### src/rtl/not_gate_bist_ctrl_pkg.sv
// Shared types and constants for the not_gate BIST controller.
package not_gate_pkg;

    localparam int unsigned ERR_W = 8;
    localparam logic [ERR_W-1:0] NO_FAIL = 8'hFF;

    localparam logic [1:0] S_IDLE   = 2'd0;
    localparam logic [1:0] S_DRIVE  = 2'd1;
    localparam logic [1:0] S_SAMPLE = 2'd2;
    localparam logic [1:0] S_DONE   = 2'd3;

    typedef enum logic [1:0] {
        IDLE   = S_IDLE,
        DRIVE  = S_DRIVE,
        SAMPLE = S_SAMPLE,
        DONE   = S_DONE
    } state_e;

    function automatic logic [ERR_W-1:0] sat_inc(input logic [ERR_W-1:0] v);
        return (v == '1) ? v : v + 8'd1;
    endfunction

endpackage

### src/rtl/not_gate_bist_ctrl_if.sv
// Handshake and result bundle between the BIST controller and its environment.
interface not_gate_bist_ctrl_if;
    import not_gate_pkg::*;

    logic             start;
    logic             dut_a;
    logic             dut_y;
    logic             busy;
    logic             done;
    logic             pass;
    logic [ERR_W-1:0] err_cnt;
    logic [ERR_W-1:0] fail_step;

    modport master (
        input  start, dut_y,
        output dut_a, busy, done, pass, err_cnt, fail_step
    );

    modport slave (
        output start, dut_y,
        input  dut_a, busy, done, pass, err_cnt, fail_step
    );

endinterface

### src/rtl/not_gate_bist_ctrl.sv
// Self-test sequencer for a single not_gate: drives 0,1,0,... and checks y == ~a.
// Define NOT_GATE_BIST_ERRCNT_EN for the full error counter and first-fail index.
module not_gate_bist_ctrl
    import not_gate_pkg::*;
#(
    parameter int unsigned HOLD_CYCLES = 10,
    parameter int unsigned NUM_STEPS   = 3
) (
    input  logic                  clk,
    input  logic                  rst,
    not_gate_bist_ctrl_if.master  bus
);

    localparam logic [7:0] HOLD_LAST = 8'(HOLD_CYCLES - 1);
    localparam logic [7:0] STEP_LAST = 8'(NUM_STEPS - 1);

    state_e     state_q, state_d;
    logic [7:0] step_q, step_d;
    logic [7:0] hold_q, hold_d;
    logic       dut_a_q, dut_a_d;
    logic       pass_q, pass_d;

    logic       run_start;
    logic       sample_now;
    logic       mismatch;
    logic       any_err_d;

    assign run_start  = (state_q == IDLE) && bus.start;
    assign sample_now = (state_q == SAMPLE);
    assign mismatch   = (bus.dut_y != ~dut_a_q);

    always_comb begin
        state_d = state_q;
        step_d  = step_q;
        hold_d  = hold_q;
        dut_a_d = dut_a_q;
        pass_d  = pass_q;
        unique case (state_q)
            IDLE: begin
                if (bus.start) begin
                    state_d = DRIVE;
                    step_d  = '0;
                    hold_d  = '0;
                    dut_a_d = 1'b0;
                    pass_d  = 1'b0;
                end
            end
            DRIVE: begin
                hold_d = hold_q + 8'd1;
                if (hold_q == HOLD_LAST) begin
                    state_d = SAMPLE;
                end
            end
            SAMPLE: begin
                if (step_q == STEP_LAST) begin
                    state_d = DONE;
                    dut_a_d = 1'b0;
                    // any_err_d already folds in this final sample
                    pass_d  = ~any_err_d;
                end else begin
                    state_d = DRIVE;
                    step_d  = step_q + 8'd1;
                    hold_d  = '0;
                    dut_a_d = ~dut_a_q;
                end
            end
            DONE: begin
                state_d = IDLE;
            end
            default: begin
                state_d = IDLE;
            end
        endcase
    end

    always_ff @(posedge clk) begin
        if (rst) begin
            state_q <= IDLE;
            step_q  <= '0;
            hold_q  <= '0;
            dut_a_q <= 1'b0;
            pass_q  <= 1'b0;
        end else begin
            state_q <= state_d;
            step_q  <= step_d;
            hold_q  <= hold_d;
            dut_a_q <= dut_a_d;
            pass_q  <= pass_d;
        end
    end

`ifdef NOT_GATE_BIST_ERRCNT_EN
    logic [ERR_W-1:0] err_q, err_d;
    logic [ERR_W-1:0] fail_q, fail_d;

    always_comb begin
        err_d  = err_q;
        fail_d = fail_q;
        if (run_start) begin
            err_d  = '0;
            fail_d = NO_FAIL;
        end else if (sample_now && mismatch) begin
            err_d = sat_inc(err_q);
            if (fail_q == NO_FAIL) begin
                fail_d = step_q;
            end
        end
    end

    assign any_err_d = (err_d != '0);

    always_ff @(posedge clk) begin
        if (rst) begin
            err_q  <= '0;
            fail_q <= NO_FAIL;
        end else begin
            err_q  <= err_d;
            fail_q <= fail_d;
        end
    end

    assign bus.err_cnt   = err_q;
    assign bus.fail_step = fail_q;
`else
    logic flag_q, flag_d;

    always_comb begin
        flag_d = flag_q;
        if (run_start) begin
            flag_d = 1'b0;
        end else if (sample_now && mismatch) begin
            flag_d = 1'b1;
        end
    end

    assign any_err_d = flag_d;

    always_ff @(posedge clk) begin
        if (rst) begin
            flag_q <= 1'b0;
        end else begin
            flag_q <= flag_d;
        end
    end

    assign bus.err_cnt   = '0;
    assign bus.fail_step = NO_FAIL;
`endif

    assign bus.dut_a = dut_a_q;
    assign bus.busy  = (state_q != IDLE);
    assign bus.done  = (state_q == DONE);
    assign bus.pass  = pass_q;

endmodule

### src/flat_wrapper.sv
// flat-port wrapper written by rule: the top's interface ports become plain ports
module not_gate_bist_ctrl_flat import not_gate_pkg::*;
#(
    parameter int unsigned HOLD_CYCLES = 10,
    parameter int unsigned NUM_STEPS   = 3
)
  (clk, rst, bus_start, bus_dut_y, bus_dut_a, bus_busy, bus_done, bus_pass, bus_err_cnt, bus_fail_step);
  not_gate_bist_ctrl_if bus_i ();
  input  logic clk;
  input  logic rst;
  input wire logic [$bits(bus_i.start)-1:0] bus_start;
  input wire logic [$bits(bus_i.dut_y)-1:0] bus_dut_y;
  output wire logic [$bits(bus_i.dut_a)-1:0] bus_dut_a;
  output wire logic [$bits(bus_i.busy)-1:0] bus_busy;
  output wire logic [$bits(bus_i.done)-1:0] bus_done;
  output wire logic [$bits(bus_i.pass)-1:0] bus_pass;
  output wire logic [$bits(bus_i.err_cnt)-1:0] bus_err_cnt;
  output wire logic [$bits(bus_i.fail_step)-1:0] bus_fail_step;
  assign bus_i.start = bus_start;
  assign bus_i.dut_y = bus_dut_y;
  assign bus_dut_a = bus_i.dut_a;
  assign bus_busy = bus_i.busy;
  assign bus_done = bus_i.done;
  assign bus_pass = bus_i.pass;
  assign bus_err_cnt = bus_i.err_cnt;
  assign bus_fail_step = bus_i.fail_step;
  not_gate_bist_ctrl #(.HOLD_CYCLES(HOLD_CYCLES), .NUM_STEPS(NUM_STEPS)) u_core (.clk(clk), .rst(rst), .bus(bus_i));
endmodule
### config.mk
export PLATFORM = sky130hd
export DESIGN_NAME = not_gate_bist_ctrl_flat
export DESIGN_NICKNAME = d
export VERILOG_FILES = /design/src/rtl/not_gate_bist_ctrl_pkg.sv /design/src/rtl/not_gate_bist_ctrl_if.sv /design/src/rtl/not_gate_bist_ctrl.sv /design/src/flat_wrapper.sv
export SDC_FILE = /design/constraint.sdc
export NUM_CORES = 1
export LEC_CHECK = 0
export ABC_AREA = 1
export ABC_CLOCK_PERIOD_IN_PS = 1700
export BUFFER_PORTS_ARGS = -buffer_cell sky130_fd_sc_hd__buf_2
export CELL_PAD_IN_SITES_DETAIL_PLACEMENT = 0
export CELL_PAD_IN_SITES_GLOBAL_PLACEMENT = 1
export CORE_MARGIN = 4
export CORE_UTILIZATION = 39
export DETAILED_ROUTE_END_ITERATION = 6
export PLACE_DENSITY = 0.79
export SKIP_CTS_REPAIR_TIMING = 1
export SLEW_MARGIN = 30
export SYNTH_ARGS = -nofsm -noshare
export SYNTH_HDL_FRONTEND = slang
export SYNTH_SLANG_ARGS = --single-unit
### constraint.sdc
create_clock -name clk -period 1.7 [get_ports clk]
set_input_delay 0.34 -clock clk [delete_from_list [all_inputs] [get_ports clk]]
set_output_delay 0.34 -clock clk [all_outputs]
set_load 0.01 [all_outputs]
==> summary.md <==
| Metric | Value |
|---|---|
| Worst setup path start | `u_core.state_q[1]$_SDFFE_PP0P_` |
| Place WS | `between 0.4 and 0.5 ns` |
| Worst EP required | `approximately 1.4 ns` |
| Row count | `21` |
| Final Wtd Congestion | `roughly 0.73` |
| Layout area overhead | `3.14%` |
| Min-delay worst type | `in2reg` |
| Vias per std cell | `4.41` |
| CTS tree | `yes` |
| Initial Util | `between 40% and 50%` |
| # DRC | `0` |
| Wire length on met1 | `approximately 1.3 mm` |
| Cell count of the worst hold path | `2` |
| CP max FO | `4` |
| CP startpoint kind | `register` |
| Max Cap Viol | `0` |
| Wire length on met2 | `approximately 1.3 mm` |
| Hold wc startpoint | `rst` |
| Critical path type | `reg2out` |
| Critical path cell sequence | `nand2_1, inv_1, buf_2` |
| Crit. End Element | `output port` |
| Syn_area_per_cell | `roughly 6.9 um2` |
| Layout cells sized above 1 | `between 10% and 20%` |
| Post-Syn Instances | `~200` |
| Status | `complete, no violations` |
| Antenna violations before repair | `0` |
| RR Endpoint | `u_core.step_q[0]$_SDFFE_PP0P_` |
| Global router's overall resource usage | `between 10% and 20%` |
| Synth Cell Area | `between 1000 and 1500 um2` |
| Drt first pass iters | `4` |
| Area leader, netlist | `dfxtp_1` |
| Critical path arrival | `1.07 ns` |
| Design Power | `a little under 0.001 W` |
| Buffers on Ports | `7` |
| Total CTS buffers | `3` |
| Fin crit share | `83.0%` |
| Top layer in use | `met4` |
| Clock transition at the registers of the reported paths | `0.12 ns` |
| HPWL reported at the end of detailed placement | `~2.0 mm` |
| Crit path time final | `~1.4 ns` |
| Clock buffer depth | `2` |
| Hold endpoint | `u_core.hold_q[2]$_SDFFE_PP0P_` |
| Hold Fails Final Rpt | `0` |
| Fill cells | `around 370` |
| Slowest CP cell | `dfxtp_1` |
| Clock Skews | `approximately 0.0046 ns` |
| Most area-consuming cells after synthesis | `dfxtp_1 (30%), nand2_1 (11%), nand3_1 (10%)` |
| Yosys warnings | `0` |
| Clk_lat worst skew | `roughly 0.31 ns` |
| Vias in the first global route | `1,059` |
| WL met3 | `roughly 95 um` |
| Vias | `approximately 1,100` |
| P_leak | `~0.66 nW` |
| Maximum clock frequency | `between 700 and 800 MHz` |
| H-Tree Depth | `1` |
| Largest net degree at the start of global routing | `14` |
| Overflow left after global routing | `0` |
| DIE WIDTH | `67.8 um` |
| Max stage delay on crit path | `0.47 ns` |
| Sequential-to-total area share from yosys stat | `30.2%` |
| Chip height | `around 68 um` |
| WP buf/inv | `2` |
| TritonCTS sink count | `21` |
| Area share of the largest cell type after synthesis | `between 30% and 40%` |
| Die area | `roughly 4600 um2` |
| Pwr dens | `approximately 690 nW/um2` |
| Final setup TNS | `0 ns` |
| Hold slack final | `between 0.3 and 0.4 ns` |
| #FFs+latches synth | `21` |
| Nets@finish | `roughly 220` |
| Final wirelength | `between 2 and 3 mm` |
| Finished Core Util | `42.4%` |
| Remaining antenna violation count | `0` |
| # IOs | `24` |
| Final Setup Violations | `0` |
| 1st-iter DRT viols | `66` |
| CP top delay family | `flip-flops` |
| Core footprint | `3390 um2` |
| CTS root buf | `clkbuf_4` |
| First-pass GRT wire length | `4.58 mm` |
| Reg2Reg Setup Slack | `~0.4 ns` |
| Routed wire length per instance | `10.4 um` |
| Netlist cell types | `28` |
| Slew Limit Fails | `0` |
| Max VDD drop | `0.000327 V` |
| RSZ-0062 raised after global routing | `false` |
| Antenna diode count | `0` |
| Path depth of the worst reg2reg path | `10` |
| Reg-to-reg critical path startpoint | `u_core.step_q[0]$_SDFFE_PP0P_` |
| Final setup margin | `roughly 0.29 ns` |
[layout by cell type (no fill, tap or decap)]
cell,instances
o21bai_1,1
nand3b_1,2
buf_2,7
clkbuf_4,3
inv_2,2
or2_2,1
a21oi_2,4
a21boi_0,1
nand3_4,1
inv_1,26
nor2_1,17
conb_1,16
o21ai_0,5
ha_1,4
nor3_1,1
nand2_4,4
nand4_1,1
nor2_4,2
a21oi_1,12
nand2_1,40
o21ai_1,1
nand3_1,28
dfxtp_1,21
nand2_2,3
clkinv_8,1
nor2_2,3
buf_4,1
clkinv_2,1
xor2_1,1
[worst reg2reg max path: stages, from the launching register on]
cell and delay [ns]:
dfxtp_1 0.40, inv_1 0.07, ha_1 0.19, nand2_1 0.10, nor2_4 0.06, nand2_2 0.07, nand2_4 0.10, nand2_4 0.08
inv_2 0.04, nor2_1 0.08, nor2_1 0.05
[how the worst max path moves through the flow]
stage               cells after the start                             to  slack, ns
floorplan                              10  u_core.step_q[1]$_SDFFE_PP0P_       0.50
global placement                       10  u_core.step_q[1]$_SDFFE_PP0P_       0.43
detailed placement                     10  u_core.step_q[0]$_SDFFE_PP0P_       0.40
CTS                                     3                       bus_done       0.26
global route                            3                       bus_done       0.21
finish                                  3                       bus_done       0.29
[routing by layer]
layer / global-route usage, % / up-vias
li1: - / 617
met1: 16.5 / 492
met2: 22.4 / 15
met3: 3.99 / 4
met4: 3.72 / 0
met5: 0 / -
[stage by stage]
step | instance area (um2) | std cells
after detailed placement | 1410 | 252
after global placement | 1410 | 252
final | 1440 | 256
after global routing | 1440 | 256
after CTS | 1440 | 256
after floorplan | 1450 | 217
[state kept, by name, indices dropped and copies added (netlist names)]
signal,count
u_core.bus.pass,1
u_core.step_q,8
u_core.hold_q,8
u_core.bus.dut_a,1
u_core.flag_q,1
u_core.state_q,2
[cell usage after synthesis]
| master | number |
|---|---|
| nand4_1 | 1 |
| o21ai_0 | 5 |
| ha_1 | 4 |
| a21boi_0 | 1 |
| nand2_4 | 4 |
| clkinv_8 | 1 |
| a21oi_2 | 4 |
| dfxtp_1 | 21 |
| conb_1 | 2 |
| nor3_1 | 1 |
| clkbuf_2 | 1 |
| buf_1 | 1 |
| nand2_1 | 40 |
| nor2_2 | 3 |
| xor2_1 | 1 |
| nand3b_1 | 2 |
| buf_4 | 17 |
| inv_2 | 2 |
| nand3_4 | 1 |
| o21ai_1 | 1 |
| inv_1 | 26 |
| nor2_4 | 2 |
| o21bai_1 | 1 |
| a21oi_1 | 12 |
| or2_2 | 1 |
| nor2_1 | 17 |
| nand2_2 | 3 |
| nand3_1 | 28 |
[area by class of cell]
cell class / instances / area [um2] / share of cell area, %
clock inverter: 1 / 5.00 / 0.348
sequential: 21 / 420 / 29.2
timing repair buffer: 8 / 42.5 / 2.96
tap: 46 / 57.6 / 4.00
multi-input combinational: 148 / 768 / 53.4
inverter: 29 / 121 / 8.44
clock buffer: 3 / 22.5 / 1.57
[power by group]
part	switching (W)	leakage, nW	internal, W
clock	0.000159	0.0177	0.0000879
sequential	0.0000212	0.170	0.000513
combinational	0.000145	0.468	0.0000672
total	0.000325	0.656	0.000668
[cell families (layout without fill, tap and decap cells)]
kind of cell    count (synthesis)  in the layout  share of synthesized area, %
simple gates                  103            103                          36.5
buf+inv                        48             41                          18.5
compound gates                 24             24                          10.1
flops                          21             21                          30.2
fa+ha+maj                       4              4                          3.59
other cells                     2             16                         0.539
xor+xnor                        1              1                         0.628
No activity file was read; power rests on OpenSTA's default activity.
